==> src/rtl/hazard_sequencer_if.sv <==
// hazard_sequencer_if: pipeline hazard inputs and stage enable/flush controls
interface hazard_sequencer_if #(parameter int COUNT_W = 16);
  logic redirect_ex;
  logic memread_ex;
  logic [4:0] rd_ex;
  logic [4:0] rs1_id;
  logic [4:0] rs2_id;
  logic rs1_used;
  logic rs2_used;
  logic dmem_req;
  logic dmem_ready;
  logic pc_en;
  logic if_id_en;
  logic if_id_flush;
  logic id_ex_en;
  logic id_ex_flush;
  logic ex_mem_en;
  logic mem_wb_flush;
  logic [COUNT_W-1:0] stall_cnt;
  logic [COUNT_W-1:0] redirect_cnt;
  modport master (
    output redirect_ex, memread_ex, rd_ex, rs1_id, rs2_id, rs1_used, rs2_used, dmem_req, dmem_ready,
    input  pc_en, if_id_en, if_id_flush, id_ex_en, id_ex_flush, ex_mem_en, mem_wb_flush, stall_cnt, redirect_cnt
  );
  modport slave (
    input  redirect_ex, memread_ex, rd_ex, rs1_id, rs2_id, rs1_used, rs2_used, dmem_req, dmem_ready,
    output pc_en, if_id_en, if_id_flush, id_ex_en, id_ex_flush, ex_mem_en, mem_wb_flush, stall_cnt, redirect_cnt
  );
endinterface

==> src/rtl/hazard_sequencer.sv <==
// hazard_sequencer: stall/flush controller combining redirects, load-use and data-memory waits
module hazard_sequencer #(
  parameter int REDIRECT_BUBBLES = 1,
  parameter int COUNT_W = 16
) (
  input logic clk,
  input logic rst_n,
  hazard_sequencer_if.slave hz
);
  typedef enum logic [1:0] {INIT, RUN, REDIR, MWAIT} state_t;
  state_t state, state_nx;
  logic [2:0] cnt, cnt_nx;
  logic ret_redir, ret_redir_nx;
  logic [COUNT_W-1:0] stall_q, redir_q;
  logic mw, lu, lu_st, active, go, in_redir;
  assign mw = hz.dmem_req & ~hz.dmem_ready;
  assign lu = hz.memread_ex & (hz.rd_ex != 5'd0) &
              ((hz.rs1_used & (hz.rs1_id == hz.rd_ex)) | (hz.rs2_used & (hz.rs2_id == hz.rd_ex)));
  assign active = state != INIT;
  assign go = active & ~mw;
  // On the ready cycle MWAIT behaves exactly like the state it interrupted
  assign in_redir = (state == REDIR) | ((state == MWAIT) & ret_redir);
  assign lu_st = go & ~hz.redirect_ex & ~in_redir & lu;
  always_ff @(posedge clk or negedge rst_n) begin
    if (!rst_n) begin
      state <= INIT;
      cnt <= 3'd0;
      ret_redir <= 1'b0;
    end else begin
      state <= state_nx;
      cnt <= cnt_nx;
      ret_redir <= ret_redir_nx;
    end
  end
  always_comb begin
    state_nx = RUN;
    cnt_nx = cnt;
    ret_redir_nx = ret_redir;
    if (active && mw) begin
      state_nx = MWAIT;
      ret_redir_nx = in_redir;
    end else if (active && hz.redirect_ex) begin
      state_nx = (REDIRECT_BUBBLES == 0) ? RUN : REDIR;
      cnt_nx = 3'(REDIRECT_BUBBLES);
    end else if (in_redir) begin
      state_nx = (cnt == 3'd1) ? RUN : REDIR;
      cnt_nx = cnt - 3'd1;
    end
  end
  always_comb begin
    hz.pc_en = go & ~lu_st;
    hz.if_id_en = go & ~lu_st;
    hz.id_ex_en = go;
    hz.ex_mem_en = go;
    hz.if_id_flush = ~active | (go & (hz.redirect_ex | in_redir));
    hz.id_ex_flush = ~active | (go & hz.redirect_ex) | lu_st;
    hz.mem_wb_flush = ~active | mw;
  end
  always_ff @(posedge clk or negedge rst_n) begin
    if (!rst_n) begin
      stall_q <= '0;
      redir_q <= '0;
    end else begin
      if (active && !(go && !lu_st) && !(&stall_q)) stall_q <= stall_q + 1'b1;
      if (go && hz.redirect_ex && !(&redir_q)) redir_q <= redir_q + 1'b1;
    end
  end
  assign hz.stall_cnt = stall_q;
  assign hz.redirect_cnt = redir_q;
endmodule

==> src/flat_wrapper.sv <==
// flat-port wrapper written by rule: the top's interface ports become plain ports
module hazard_sequencer_flat 
#(
  parameter int REDIRECT_BUBBLES = 1,
  parameter int COUNT_W = 16
)
  (clk, rst_n, hz_redirect_ex, hz_memread_ex, hz_rd_ex, hz_rs1_id, hz_rs2_id, hz_rs1_used, hz_rs2_used, hz_dmem_req, hz_dmem_ready, hz_pc_en, hz_if_id_en, hz_if_id_flush, hz_id_ex_en, hz_id_ex_flush, hz_ex_mem_en, hz_mem_wb_flush, hz_stall_cnt, hz_redirect_cnt);
  hazard_sequencer_if #(.COUNT_W(COUNT_W)) hz_i ();
  input logic clk;
  input logic rst_n;
  input wire logic [$bits(hz_i.redirect_ex)-1:0] hz_redirect_ex;
  input wire logic [$bits(hz_i.memread_ex)-1:0] hz_memread_ex;
  input wire logic [$bits(hz_i.rd_ex)-1:0] hz_rd_ex;
  input wire logic [$bits(hz_i.rs1_id)-1:0] hz_rs1_id;
  input wire logic [$bits(hz_i.rs2_id)-1:0] hz_rs2_id;
  input wire logic [$bits(hz_i.rs1_used)-1:0] hz_rs1_used;
  input wire logic [$bits(hz_i.rs2_used)-1:0] hz_rs2_used;
  input wire logic [$bits(hz_i.dmem_req)-1:0] hz_dmem_req;
  input wire logic [$bits(hz_i.dmem_ready)-1:0] hz_dmem_ready;
  output wire logic [$bits(hz_i.pc_en)-1:0] hz_pc_en;
  output wire logic [$bits(hz_i.if_id_en)-1:0] hz_if_id_en;
  output wire logic [$bits(hz_i.if_id_flush)-1:0] hz_if_id_flush;
  output wire logic [$bits(hz_i.id_ex_en)-1:0] hz_id_ex_en;
  output wire logic [$bits(hz_i.id_ex_flush)-1:0] hz_id_ex_flush;
  output wire logic [$bits(hz_i.ex_mem_en)-1:0] hz_ex_mem_en;
  output wire logic [$bits(hz_i.mem_wb_flush)-1:0] hz_mem_wb_flush;
  output wire logic [$bits(hz_i.stall_cnt)-1:0] hz_stall_cnt;
  output wire logic [$bits(hz_i.redirect_cnt)-1:0] hz_redirect_cnt;
  assign hz_i.redirect_ex = hz_redirect_ex;
  assign hz_i.memread_ex = hz_memread_ex;
  assign hz_i.rd_ex = hz_rd_ex;
  assign hz_i.rs1_id = hz_rs1_id;
  assign hz_i.rs2_id = hz_rs2_id;
  assign hz_i.rs1_used = hz_rs1_used;
  assign hz_i.rs2_used = hz_rs2_used;
  assign hz_i.dmem_req = hz_dmem_req;
  assign hz_i.dmem_ready = hz_dmem_ready;
  assign hz_pc_en = hz_i.pc_en;
  assign hz_if_id_en = hz_i.if_id_en;
  assign hz_if_id_flush = hz_i.if_id_flush;
  assign hz_id_ex_en = hz_i.id_ex_en;
  assign hz_id_ex_flush = hz_i.id_ex_flush;
  assign hz_ex_mem_en = hz_i.ex_mem_en;
  assign hz_mem_wb_flush = hz_i.mem_wb_flush;
  assign hz_stall_cnt = hz_i.stall_cnt;
  assign hz_redirect_cnt = hz_i.redirect_cnt;
  hazard_sequencer #(.REDIRECT_BUBBLES(REDIRECT_BUBBLES), .COUNT_W(COUNT_W)) u_core (.clk(clk), .rst_n(rst_n), .hz(hz_i));
endmodule
==> config.mk <==
export PLATFORM = sky130hd
export DESIGN_NAME = hazard_sequencer_flat
export DESIGN_NICKNAME = d
export VERILOG_FILES = /design/src/rtl/hazard_sequencer_if.sv /design/src/rtl/hazard_sequencer.sv /design/src/flat_wrapper.sv
export SDC_FILE = /design/constraint.sdc
export NUM_CORES = 1
export LEC_CHECK = 0
export ABC_AREA = 1
export CAP_MARGIN = 15
export CORE_ASPECT_RATIO = 1.1
export CORE_MARGIN = 1.5
export CORE_UTILIZATION = 50
export DETAILED_ROUTE_END_ITERATION = 8
export PLACE_DENSITY = 0.8
export SLEW_MARGIN = 20
export SYNTH_ARGS = -nofsm -noshare
export SYNTH_HDL_FRONTEND = slang
export SYNTH_SLANG_ARGS = --single-unit
==> constraint.sdc <==
create_clock -name clk -period 2.2 [get_ports clk]
set_clock_uncertainty 0.05 [all_clocks]
set_input_delay 0.44 -clock clk [delete_from_list [all_inputs] [get_ports clk]]
set_output_delay 0.44 -clock clk [all_outputs]
set_load 0.1 [all_outputs]
==> results.md, run 1 <==
Placement:
- In this run the tool buffered the top-level ports with 61 buffer cells.
- The HPWL after detailed placement is ~4700 um.
- The pre-CTS worst setup slack is -301 ps.
- The weighted congestion at the end of routability-driven global placement is slightly below 0.9.
- Once placement completed, the tool counted placed cells totaling between 400 and 500.
- After detailed placement, the total cell area comes to between 3000 and 4000 um^2.

Route:
- The number of detailed-routing iterations run before antenna repair is 6.
- For this block, the initial DRC count from the detailed router was approximately 120.
- The DRC violation count after routing is 0.
- The average vias per placed instance is approximately 5.2.
- Wire segments on met3 add up to about 340 um in the final route.
- The uppermost metal layer occupied by signal nets is met4.
- The met2 layer wire length in the routed design is ~3200 um.
- The detail-routed net length per standard cell is ~13 um.
- The sum of routed wire segments on met1 is between 2000 and 3000 um.
- The number of nets still failing antenna checks after routing is 0.
- The routed wire length is about 6300 um.
- The number of vias after detailed routing is around 2,600.

Timing:
- The worst pin sits at a relative slew slack of 0.564.
- Setup repair after global routing could not meet its margin everywhere.
- The worst path needs approximately 2100 ps of the cycle, external delays included.
- Setup violations remaining at the end of the flow were counted as 0.
- The final setup slack of the worst path is approximately 78 ps.
- The fraction of the cycle the final worst path needs is 0.965.
- The final hold violation count came to 0.
- The highest attainable clock frequency is 0.471 GHz.
- The max-slew violation count is 0.
- The transition time of the tightest slew-check pin is between 600 and 700 ps.

CTS:
- The clock network latency to the later pin of the worst-skew pair is a little under 300 ps.
- TritonCTS built the clock tree.
- The clock net in this run drives a total of 38 sinks.
- After clock tree synthesis, the clock-pin slew on the worst setup and hold paths is around 80 ps.
- In this run the deepest clock path goes through 2 buffers.
- Clock tree synthesis selected as its root buffer the cell sky130_fd_sc_hd__clkbuf_8.
- CTS built an H-tree with a depth of 2.
- The cts-stage hold buffer count is 0.
- Counting the buffers created by CTS gives 5.

GRT:
- The maximum number of pins on one net before global-route repair is 26.
- The first global-routing pass estimated 10,700 um of wire.
- The residual overflow from global routing is 0.
- The number of antenna violations at the first check in global routing is 0.
- The number of global-route vias before repair is between 2,000 and 2,500.
- The global router's overall resource usage is 0.236.

Yosys:
- Averaged over all synthesized cells, the footprint is about 7.2 um^2.
- The commonest cells after synthesis are 119 x sky130_fd_sc_hd__nand2_1, 47 x sky130_fd_sc_hd__inv_1, 38 x sky130_fd_sc_hd__dfrtp_1, 27 x sky130_fd_sc_hd__nor2_1.
- The share of synthesized area in the top cell type comes to 0.367.
- The synthesized netlist contains 28 unique library cells.
- In this run, synthesis inferred 0 flip-flops with an integrated enable.
- Yosys attributes the largest share of cell area to sky130_fd_sc_hd__dfrtp_1 37%, sky130_fd_sc_hd__nand2_1 17%, sky130_fd_sc_hd__inv_1 6.8%.
- The cell type contributing the most total cell area after synthesis is sky130_fd_sc_hd__dfrtp_1.
- By instance count, the leading cell after synthesis is sky130_fd_sc_hd__nand2_1.
- The number of standard cells after synthesis is 361.
- Yosys printed 0 warnings.
- The share of synthesized registers carrying an async set or reset is 1.00.
- The register bit count reported by yosys is 38.
- The most used flip-flop cell after synthesis is sky130_fd_sc_hd__dfrtp_1.
- The post-synth net total is 388.
- Of the synthesized area, sequential elements account for 0.367.
- The cell area that synthesis handed to floorplanning was approximately 2600 um^2.

Floorplan:
- The y dimension of the die is between 70 and 80 um.
- The die area is 5620 um^2.
- The initial utilization of the core area, before any placement, comes to 0.518.
- The die is ~72 um wide.
- The total number of placement rows is 27.
- The area of the core is roughly 5000 um^2.
- In this run the count of I/O pins placed on the die edge is 62.

Critical path:
- The data required time of the critical path is around 1700 ps.
- The highest fanout seen on the critical path is 3.
- STA classifies the critical path endpoint as an output port.
- The category of the most critical setup path is in2out.
- The critical path arrival is between 1500 and 2000 ps.
- STA classifies the critical path startpoint as an input port.

Power:
- For this design the ratio of total power to cell area is 1200 nW/um^2.
- After layout, the design draws a total of approximately 4.2 mW.
- Summed over all cells, the static leakage comes to ~1.9 nW.
- IR analysis of the VDD net gives a maximum drop of 1.00 mV.

Flow run:
- The number of maximum-capacitance constraint violations is 0.

Finish:
- The post-route cell area is 3520 um^2.
- The number of diodes added for antenna fixing is 0.
- The final-stage net count is 468.
- The fraction of final layout cells with drive strength greater than 1 is 0.271.
- The number of standard cells in the layout, taps in and fillers out is 500.
- The synthesis-to-layout area growth is 35.8%.

Run status:
- The run finished with clean final reports.

Hold path:
- In this run the worst hold path is classified as in2async.
## kinds of logic after synthesis
kind of cell / count (synthesis) / synth area share
adders and majority gates: 4 / 0.0193
xor gates and xnor gates: 21 / 0.0711
and+or+nand+nor: 217 / 0.387
AOI/OAI and AO/OA: 19 / 0.0474
DFF: 38 / 0.367
buffers and inverters: 62 / 0.108
## cell usage in the layout (no fill, tap or decap), drive strengths merged
cell           netlist  layout
nand2              130     130
buf                 10      62
inv                 51      49
dfrtp               38      38
nor2                29      29
nand3               23      23
nand4               22      22
xor2                14      14
o21ai               14      14
dlygate4sd2          0      13
clkbuf               1      10
nor3                 9       9
xnor2                7       7
a21oi                4       4
ha                   4       4
nor4                 4       4
clkdlybuf4s15        0       3
clkinvlp             0       2
dlymetal6s2s         0       2
o22ai                1       1
clkinv               0       1
clkdlybuf4s50        0       1
## metal layers
metal	GRT usage	vias up
met5	0	-
met4	0.0868	0
met3	0.0526	14
met2	0.409	95
met1	0.285	1179
li1	-	1310
## worst max-delay path, stage by stage
cell                              delay [ps]
sky130_fd_sc_hd__clkdlybuf4s50_1         500
sky130_fd_sc_hd__inv_2                    50
sky130_fd_sc_hd__buf_4                   130
sky130_fd_sc_hd__nor2_1                  150
sky130_fd_sc_hd__inv_1                    80
sky130_fd_sc_hd__nand3_2                 100
sky130_fd_sc_hd__buf_12                  170
## timing repair
| action | CTS | global route |
|---|---|---|
| gates resized for setup | 21 | 16 |
| endpoints found under the setup margin | 6 | 3 |
| pin swaps | 13 | 10 |
| buffers inserted | 1 | 3 |
## report_power, final
| part | leakage [nW] | switching, mW | internal (mW) | total [mW] |
|---|---|---|---|---|
| combinational | 1.32 | 1.91 | 0.725 | 2.64 |
| clock | 0.0482 | 0.250 | 0.253 | 0.503 |
| sequential | 0.499 | 0.190 | 0.876 | 1.07 |
## final timing paths
check	start	endpoint	slack (ps)	cells past startpoint
worst max-delay path	hz_redirect_ex	hz_id_ex_flush	80	7
worst min-delay path	rst_n	u_core.hz.redirect_cnt[13]	110	1
worst max register to register	u_core.state[1]	u_core.hz.stall_cnt[11]	260	15
worst min register to register	u_core.hz.stall_cnt[1]	u_core.hz.stall_cnt[1]	470	2
max in group asynchronous	rst_n	u_core.hz.stall_cnt[14]	1410	2
min in group clk	hz_dmem_ready	u_core.state[1]	470	4
## through the flow
| step | setup TNS, ps | util | hold WS (ps) |
|---|---|---|---|
| 3_3_place_gp | -2690 | 0.678 | 440 |
| 4_1_cts | 0 | 0.695 | 138 |
| 5_1_grt | -80.9 | 0.703 | 163 |
| 2_1_floorplan | -1090 | - | 94.4 |
| 3_5_place_dp | -3690 | 0.678 | 438 |
| 6_report | 0 | 0.703 | 113 |
## sequential cells by signal, summed over array words and instances, names as in the netlist
signal	cells
u_core.cnt	3
u_core.ret_redir	1
u_core.hz.stall_cnt	16
u_core.hz.redirect_cnt	16
u_core.state	2
## area by class of cell
type	count	area, um^2
Timing Repair Buffer	84	772
Fill cell	412	1480
Inverter	51	206
Sequential cell	38	956
Multi-Input combinational cell	261	1420
Tap cell	58	72.6
Clock inverter	1	5.00
Clock buffer	7	86.3
Note: power is estimated with default switching activity, not from simulation.
==> run 2, diff against run 1 <==
--- a/config.mk
+++ b/config.mk
@@ -9,9 +9,9 @@
 export CAP_MARGIN = 15
 export CORE_ASPECT_RATIO = 1.1
 export CORE_MARGIN = 1.5
-export CORE_UTILIZATION = 50
+export CORE_UTILIZATION = 54
 export DETAILED_ROUTE_END_ITERATION = 8
-export PLACE_DENSITY = 0.8
+export PLACE_DENSITY = 0.86
 export SLEW_MARGIN = 20
 export SYNTH_ARGS = -nofsm -noshare
 export SYNTH_HDL_FRONTEND = slang
==> constraint.sdc (replaced) <==
create_clock -name clk -period 2.52 [get_ports clk]
set_clock_uncertainty 0.05 [all_clocks]
set_input_delay 0.504 -clock clk [delete_from_list [all_inputs] [get_ports clk]]
set_output_delay 0.504 -clock clk [all_outputs]
set_load 0.1 [all_outputs]
==> results.md, run 2 (synthesis results as in run 1) <==
Placement:
- During placement, the flow inserted port buffers numbering between 60 and 70.
- Once detailed placement completed, the half-perimeter wirelength came to between 4000 and 5000 um.
- The congestion estimate from routability-driven global placement came to between 0.8 and 0.9.
- The placed cell count is 478.

Critical path:
- The category of the most critical setup path is in2out.
- For this run, the slowest stage of the critical path takes between 400 and 500 ps.
- The most numerous cell type found on the critical path is sky130_fd_sc_hd__nand2_1.
- The endpoint identified for the worst register-to-register timing path is u_core.hz.stall_cnt[12].
- STA classifies the critical path endpoint as an output port.
- On the critical path, the stage with the largest delay is an instance of sky130_fd_sc_hd__clkdlybuf4s50_1.
- The signal on the critical path passes through clkdlybuf4s50_1 > inv_1 > nand2_1 > nand2_1 > nor2_1 > nand3_1 > nand2_1 > nand2_2 > nand2_4 > clkinvlp_4 > buf_12.
- The critical path arrival is between 1500 and 2000 ps.
- The critical register-to-register path startpoint is u_core.state[0].
- The highest fanout seen on the critical path is 2.
- The startpoint class of the critical path is an input port.
- The depth of the most critical reg-to-reg path is 10.
- The setup slack of the most critical reg-to-reg path is around 440 ps.
- The data required time of the critical path is 1970 ps.

Floorplan:
- The initial standard-cell utilization of the core is 0.560.
- The total number of placement rows is 26.
- The area of the core is around 4600 um^2.
- The y dimension of the die is between 70 and 80 um.
- During I/O placement, the number of pins put on the boundary was slightly above 60.
- The die covers roughly 5200 um^2.
- From left edge to right edge, the die measures between 60 and 70 um.

Finish:
- The top cell types in the final layout, fill and taps aside, are 116 x sky130_fd_sc_hd__nand2_1, 43 x sky130_fd_sc_hd__inv_1, 41 x sky130_fd_sc_hd__buf_4, 38 x sky130_fd_sc_hd__dfrtp_1, 27 x sky130_fd_sc_hd__nor2_1.
- The library cell used most frequently in the layout, excluding fill and tap cells, is sky130_fd_sc_hd__nand2_1.
- The count of cells in the finished layout, fillers not included, comes to around 490.
- The final core utilization is 0.751.
- The total of fill cells in the finished design is 359.
- After the last flow step, the layout net total stands at 456.
- The repair_antennas step left the layout with diodes totalling 0.
- The area growth from synthesis to layout is 34.0%.
- The fraction of final layout cells with drive strength greater than 1 is 0.221.

CTS:
- The CTS H-tree depth is 2.
- The CTS tree is yes.
- The post-CTS setup buffer count is 0.
- The clock drives 38 sinks.
- The clock network latency to the later pin of the worst-skew pair is 300 ps.
- The number of hold buffers added after CTS was 0.
- The cell chosen for the clock root is sky130_fd_sc_hd__clkbuf_8.
- Clock-pin slew was measured on the worst setup and hold paths at around 80 ps.
- Counting the buffers created by CTS gives 5.
- The maximum clock insertion buffer count is 2.

Timing:
- Setup repair after global routing left no endpoint under its margin.
- Headroom to the max-slew limit came out at 0.659.
- The max-slew violation count is 0.
- The final hold violation count was 0.
- The highest attainable clock frequency is approximately 0.4 GHz.
- At the pin with the least slew margin, the transition time is 507 ps.
- Of the available clock period, the critical path in the final layout requires 0.966.
- The minimum clock period after layout is approximately 2400 ps.
- Setup violations remaining at the end of the flow were counted as 0.
- Setup total negative slack on the finished layout was measured at 0 ps.
- The worst hold-check slack is approximately 200 ps.

GRT:
- The first global-routing pass estimated 10,100 um of wire.
- The number of antenna violations at the first check in global routing is 0.
- The residual overflow from global routing is 0.
- The number of global-route vias before repair is around 2,400.
- For this run, the total global-route usage over all layers was measured as 0.242.
- The maximum number of pins on one net before global-route repair is 39.

Route:
- Dividing the detail-routed via count by the number of cells gives roughly 5.3.
- The detailed router finished its first iteration with roughly 110 violations.
- After detailed routing, the number of remaining DRC violations is 0.
- In the final routed layout, each cell accounts on average for 12.9 um.
- The number of vias after detailed routing is 2,574.
- The number of nets still failing antenna checks after routing is 0.
- Summed over all layers, the routed wires come to 6260 um.
- For this run, the detailed router's first-pass iteration total came to 4.

Power:
- For this design the static power due to leakage is 1.85 nW.
- The share of total power consumed by net switching is 0.555.
- Of the total power, registers draw 0.250.
- The fraction of power consumed by combinational cells is 0.608.
- The areal power density over the cells is 1060 nW/um^2.
- Cell internal power was estimated by the tool at 1.63 mW.
- The worst vdd rail ir drop is 0.897 mV.
- The share of total power dissipated in the clock network is 0.141.
- The net switching power figure is 2.03 mW.
- Overall power consumption after layout is estimated at 3.67 mW.

Run status:
- The flow ran to the end, and the final reports show no timing, DRC or antenna violations.

Flow run:
- The number of maximum-capacitance constraint violations is 0.

Hold path:
- In this run the worst hold path is classified as in2async.
## run 2: changes by cell type in the layout (fill, tap and decap cells not counted), moves of 4 or more
| cell | change |
|---|---|
| sky130_fd_sc_hd__buf_4 | -12 |
| sky130_fd_sc_hd__clkdlybuf4s50_1 | +8 |
| sky130_fd_sc_hd__dfrtp_1 | +4 |
| sky130_fd_sc_hd__dfrtp_2 | -4 |
| sky130_fd_sc_hd__dlygate4sd2_1 | -8 |
| sky130_fd_sc_hd__dlymetal6s2s_1 | +5 |
## run 2: how the worst max path moves through the flow
stage / from / to / depth (start not counted)
final: hz_rs2_id[1] / hz_pc_en / 11
after global routing: hz_rs2_id[1] / hz_pc_en / 11
after CTS: hz_rd_ex[3] / hz_pc_en / 11
after detailed placement: hz_dmem_ready / hz_pc_en / 12
after global placement: hz_dmem_ready / hz_pc_en / 12
after floorplan: hz_dmem_ready / hz_pc_en / 8
## run 2: routing by layer
metal / routed length, um / up-vias / global-route usage
li1: - / 1278 / -
met1: 2570 / 1213 / 0.272
met2: 3290 / 69 / 0.452
met3: 259 / 14 / 0.0489
met4: 134 / 0 / 0.109
met5: 0 / - / 0
## run 2: power groups by stage
stage               Combinational [mW]  Sequential (mW)  Clock, mW
finish                            2.23            0.918      0.519
global route                      2.34            0.945      0.555
CTS                               2.22            0.918      0.523
detailed placement                2.22            0.929          0
global placement                  2.18            0.922          0
floorplan                        0.948             1.66          0
## run 2: stage by stage
stage	worst slack (ps)	area, um^2
floorplan	-466	2660
global placement	-80.4	3330
detailed placement	-108	3330
CTS	3.85	3440
global route	10.7	3470
finish	84.7	3470
## run 2: area by class of cell
| class | count | area (um^2) | area share |
|---|---|---|---|
| Sequential cell | 38 | 951 | 0.274 |
| Multi-Input combinational cell | 261 | 1410 | 0.407 |
| Clock buffer | 7 | 76.3 | 0.0220 |
| Clock inverter | 1 | 30.0 | 0.00866 |
| Inverter | 51 | 215 | 0.0620 |
| Tap cell | 56 | 70.1 | 0.0202 |
| Timing Repair Buffer | 72 | 714 | 0.206 |
## run 2: worst max-delay path, delay by kind of cell
family                 cells  cell delay [ps]
buffers and inverters      4              830
and+or+nand+nor            7              530
## run 2: what timing repair did
| action | in CTS | in global routing |
|---|---|---|
| gates resized for setup | 7 | 10 |
| pin swaps | 1 | 6 |
| endpoints found under the setup margin | 4 | 3 |
==> run 3, diff against run 2 <==
--- a/config.mk
+++ b/config.mk
@@ -7,8 +7,7 @@
 export LEC_CHECK = 0
 export ABC_AREA = 1
 export CAP_MARGIN = 15
-export CORE_ASPECT_RATIO = 1.1
-export CORE_MARGIN = 1.5
+export CORE_MARGIN = 3
 export CORE_UTILIZATION = 54
 export DETAILED_ROUTE_END_ITERATION = 8
 export PLACE_DENSITY = 0.86
==> results.md, run 3 (synthesis results as in run 1) <==
Power:
- The internal power is roughly 1.5 mW.
- The total leakage power is approximately 1.8 nW.
- Of the total power, the clock network draws 0.114.
- The worst vdd rail ir drop is 0.955 mV.
- Of the total power, registers draw 0.258.
- The share of total power consumed by net switching is 0.568.
- Summed over all nets, the switching power comes to approximately 2 mW.
- The fraction of power consumed by combinational cells is 0.628.
- In this run the power density over the cells is ~1000 nW/um^2.
- The total design power is between 3 and 4 mW.

CTS:
- The longest clock path from root to sink contains 2 buffers.
- The cell chosen for the clock root is sky130_fd_sc_hd__clkbuf_8.
- In this run, post-CTS hold repair placed 0 buffers.
- The CTS H-tree depth is 2.
- The later pin in the worst-skew pair is clocked with a latency of ~290 ps.
- Clock-pin slew was measured on the worst setup and hold paths at approximately 80 ps.
- The CTS sink count is 38.
- The number of clock buffers inserted by TritonCTS is 5.
- The CTS tree is yes.

Run status:
- The flow ran to the end, and the final reports show no timing, DRC or antenna violations.

Timing:
- Timing would allow up to ~0.40 GHz.
- The number of setup violations in the final report is 0.
- The remaining max-slew budget at the tightest pin is 0.676.
- Summed over all failing endpoints, the final setup total negative slack is 0 ps.
- The max-slew violation count is 0.
- The worst hold-check slack is approximately 200 ps.
- The final hold violation count is 0.
- For the pin with the worst max-slew slack, the measured transition is roughly 480 ps.
- The smallest clock period supported by the final layout is computed as around 2500 ps.
- Dividing the final minimum period by the clock period gives 0.987.

Finish:
- For this run, the share of the core covered by cells in the final layout is 0.765.
- The most common cell after layout, fill and taps aside is sky130_fd_sc_hd__nand2_1.
- 0 antenna diodes ended up in the layout.
- The synthesis-to-layout area growth is 33.1%.
- The fraction of final layout cells with drive strength greater than 1 is 0.229.
- The final-stage net count is 459.
- The top cell types in the final layout, fill and taps aside, are 116 x sky130_fd_sc_hd__nand2_1, 44 x sky130_fd_sc_hd__inv_1, 44 x sky130_fd_sc_hd__buf_4, 38 x sky130_fd_sc_hd__dfrtp_1, 25 x sky130_fd_sc_hd__nor2_1.

Route:
- The routed layout has roughly 2,600 vias.
- The first TritonRoute pass finished after 4 iterations.
- The number of DRC violations after detailed-routing iteration 0 is 168.
- The detail-routed net length per standard cell is ~13 um.
- The DRC violation count after routing is 0.
- In this run the remaining antenna-violating nets after routing total 0.
- The average vias per placed instance is between 5 and 6.
- The routed wire length is 6260 um.

Critical path:
- STA puts the critical path data required time at 1970 ps.
- The highest fanout seen on the critical path is 2.
- The category of the most critical setup path is in2out.
- The critical path arrival is roughly 1900 ps.
- The element type at the critical path end is an output port.
- The worst setup path is launched from an input port.

GRT:
- After global routing the overflow that remains totals 0.
- Across every metal layer, demand over resource in global routing totals 0.244.
- The global-route wire length before repair is roughly 11,000 um.
- The number of global-route vias before repair is between 2,000 and 2,500.
- Entering global routing, the biggest net connects 39 pins.
- The number of antenna violations at the first check in global routing is 0.

Placement:
- The congestion estimate from routability-driven global placement came to 0.909.
- The total of buffers placed on input and output ports is 61.
- The half-perimeter wire length after detailed placement is ~4800 um.

Floorplan:
- The area of the core is approximately 4500 um^2.
- For this configuration, the core starts out at a cell density of 0.575.
- The die covers ~5700 um^2.
- In this run the count of I/O pins placed on the die edge is just over 60.
- The total number of placement rows is 24.
- The die is ~75 um wide.
- In this run the vertical extent of the chip is 75.2 um.

Hold path:
- The class of the most critical hold timing path is in2async.

Flow run:
- The number of maximum-capacitance constraint violations is 0.
run 3: changes by cell type in the layout (fill, tap and decap cells not counted), sizes merged:
cell / previous run / this run
buf: 50 / 53
dlygate4sd2: 5 / 4
clkinv: 0 / 2
clkdlybuf4s50: 9 / 12
clkbuf: 8 / 6
bufinv: 1 / 0
dlymetal6s2s: 7 / 5
run 3: power groups by stage:
stage	Combinational [mW]	Sequential (mW)	Clock, mW
after floorplan	0.948	1.66	0
after global placement	2.21	0.919	0
after detailed placement	2.24	0.930	0
after CTS	2.24	0.920	0.413
after global routing	2.38	0.946	0.440
final	2.25	0.921	0.407
run 3: layer usage:
metal | share of wire | wire (um) | up-vias | GRT usage
li1 | - | - | 1276 | -
met1 | 0.43 | 2690 | 1204 | 0.295
met2 | 0.50 | 3130 | 63 | 0.423
met3 | 0.054 | 335 | 12 | 0.0481
met4 | 0.017 | 107 | 0 | 0.0990
met5 | 0 | 0 | - | 0
run 3: repair_timing:
| item | in CTS | in global routing |
|---|---|---|
| pin swaps | 1 | 3 |
| resized for setup | 5 | 8 |
| setup buffers | 0 | 1 |
| setup endpoints to repair | 2 | 3 |
| cloned | 0 | 0 |
| hold endpoints to repair | 0 | 0 |
run 3: per-stage QoR:
stage / cells / setup WS [ps] / instance area (um^2)
detailed placement: 476 / -90.3 / 3340
global placement: 476 / -73.8 / 3340
CTS: 483 / 13.4 / 3420
finish: 484 / 33.3 / 3450
floorplan: 361 / -466 / 2660
global route: 484 / -25.8 / 3450
run 3: worst max-delay path, stage by stage:
cell,delay [ps]
sky130_fd_sc_hd__clkdlybuf4s50_1,480
sky130_fd_sc_hd__inv_1,40
sky130_fd_sc_hd__nand2_1,50
sky130_fd_sc_hd__nand2_1,50
sky130_fd_sc_hd__nor2_1,100
sky130_fd_sc_hd__nand3_1,100
sky130_fd_sc_hd__nand2_1,110
sky130_fd_sc_hd__nand2_2,80
sky130_fd_sc_hd__nand2_4,100
sky130_fd_sc_hd__clkinvlp_4,130
sky130_fd_sc_hd__buf_12,190
run 3: cell type report:
cell class | count | area (um^2)
well taps | 52 | 65.1
repair buffers | 75 | 733
fillers | 354 | 1060
clock buffers | 5 | 68.8
flip-flops and latches | 38 | 951
inverters | 51 | 215
clock inverters | 2 | 10.0
multi-input cells | 261 | 1400
run 3: final timing paths:
| check | startpoint | end | slack [ps] | cells after the start |
|---|---|---|---|---|
| worst max-delay path | hz_rs1_id[1] | hz_pc_en | 30 | 11 |
| worst min-delay path | rst_n | u_core.hz.redirect_cnt[14] | 200 | 2 |
| max in group asynchronous | rst_n | u_core.hz.stall_cnt[1] | 1880 | 2 |
| worst max register to register | u_core.state[1] | u_core.hz.stall_cnt[11] | 480 | 14 |
| worst min register to register | u_core.hz.redirect_cnt[15] | u_core.hz.redirect_cnt[15] | 480 | 2 |
| min in group clk | u_core.hz.redirect_cnt[15] | u_core.hz.redirect_cnt[15] | 480 | 2 |
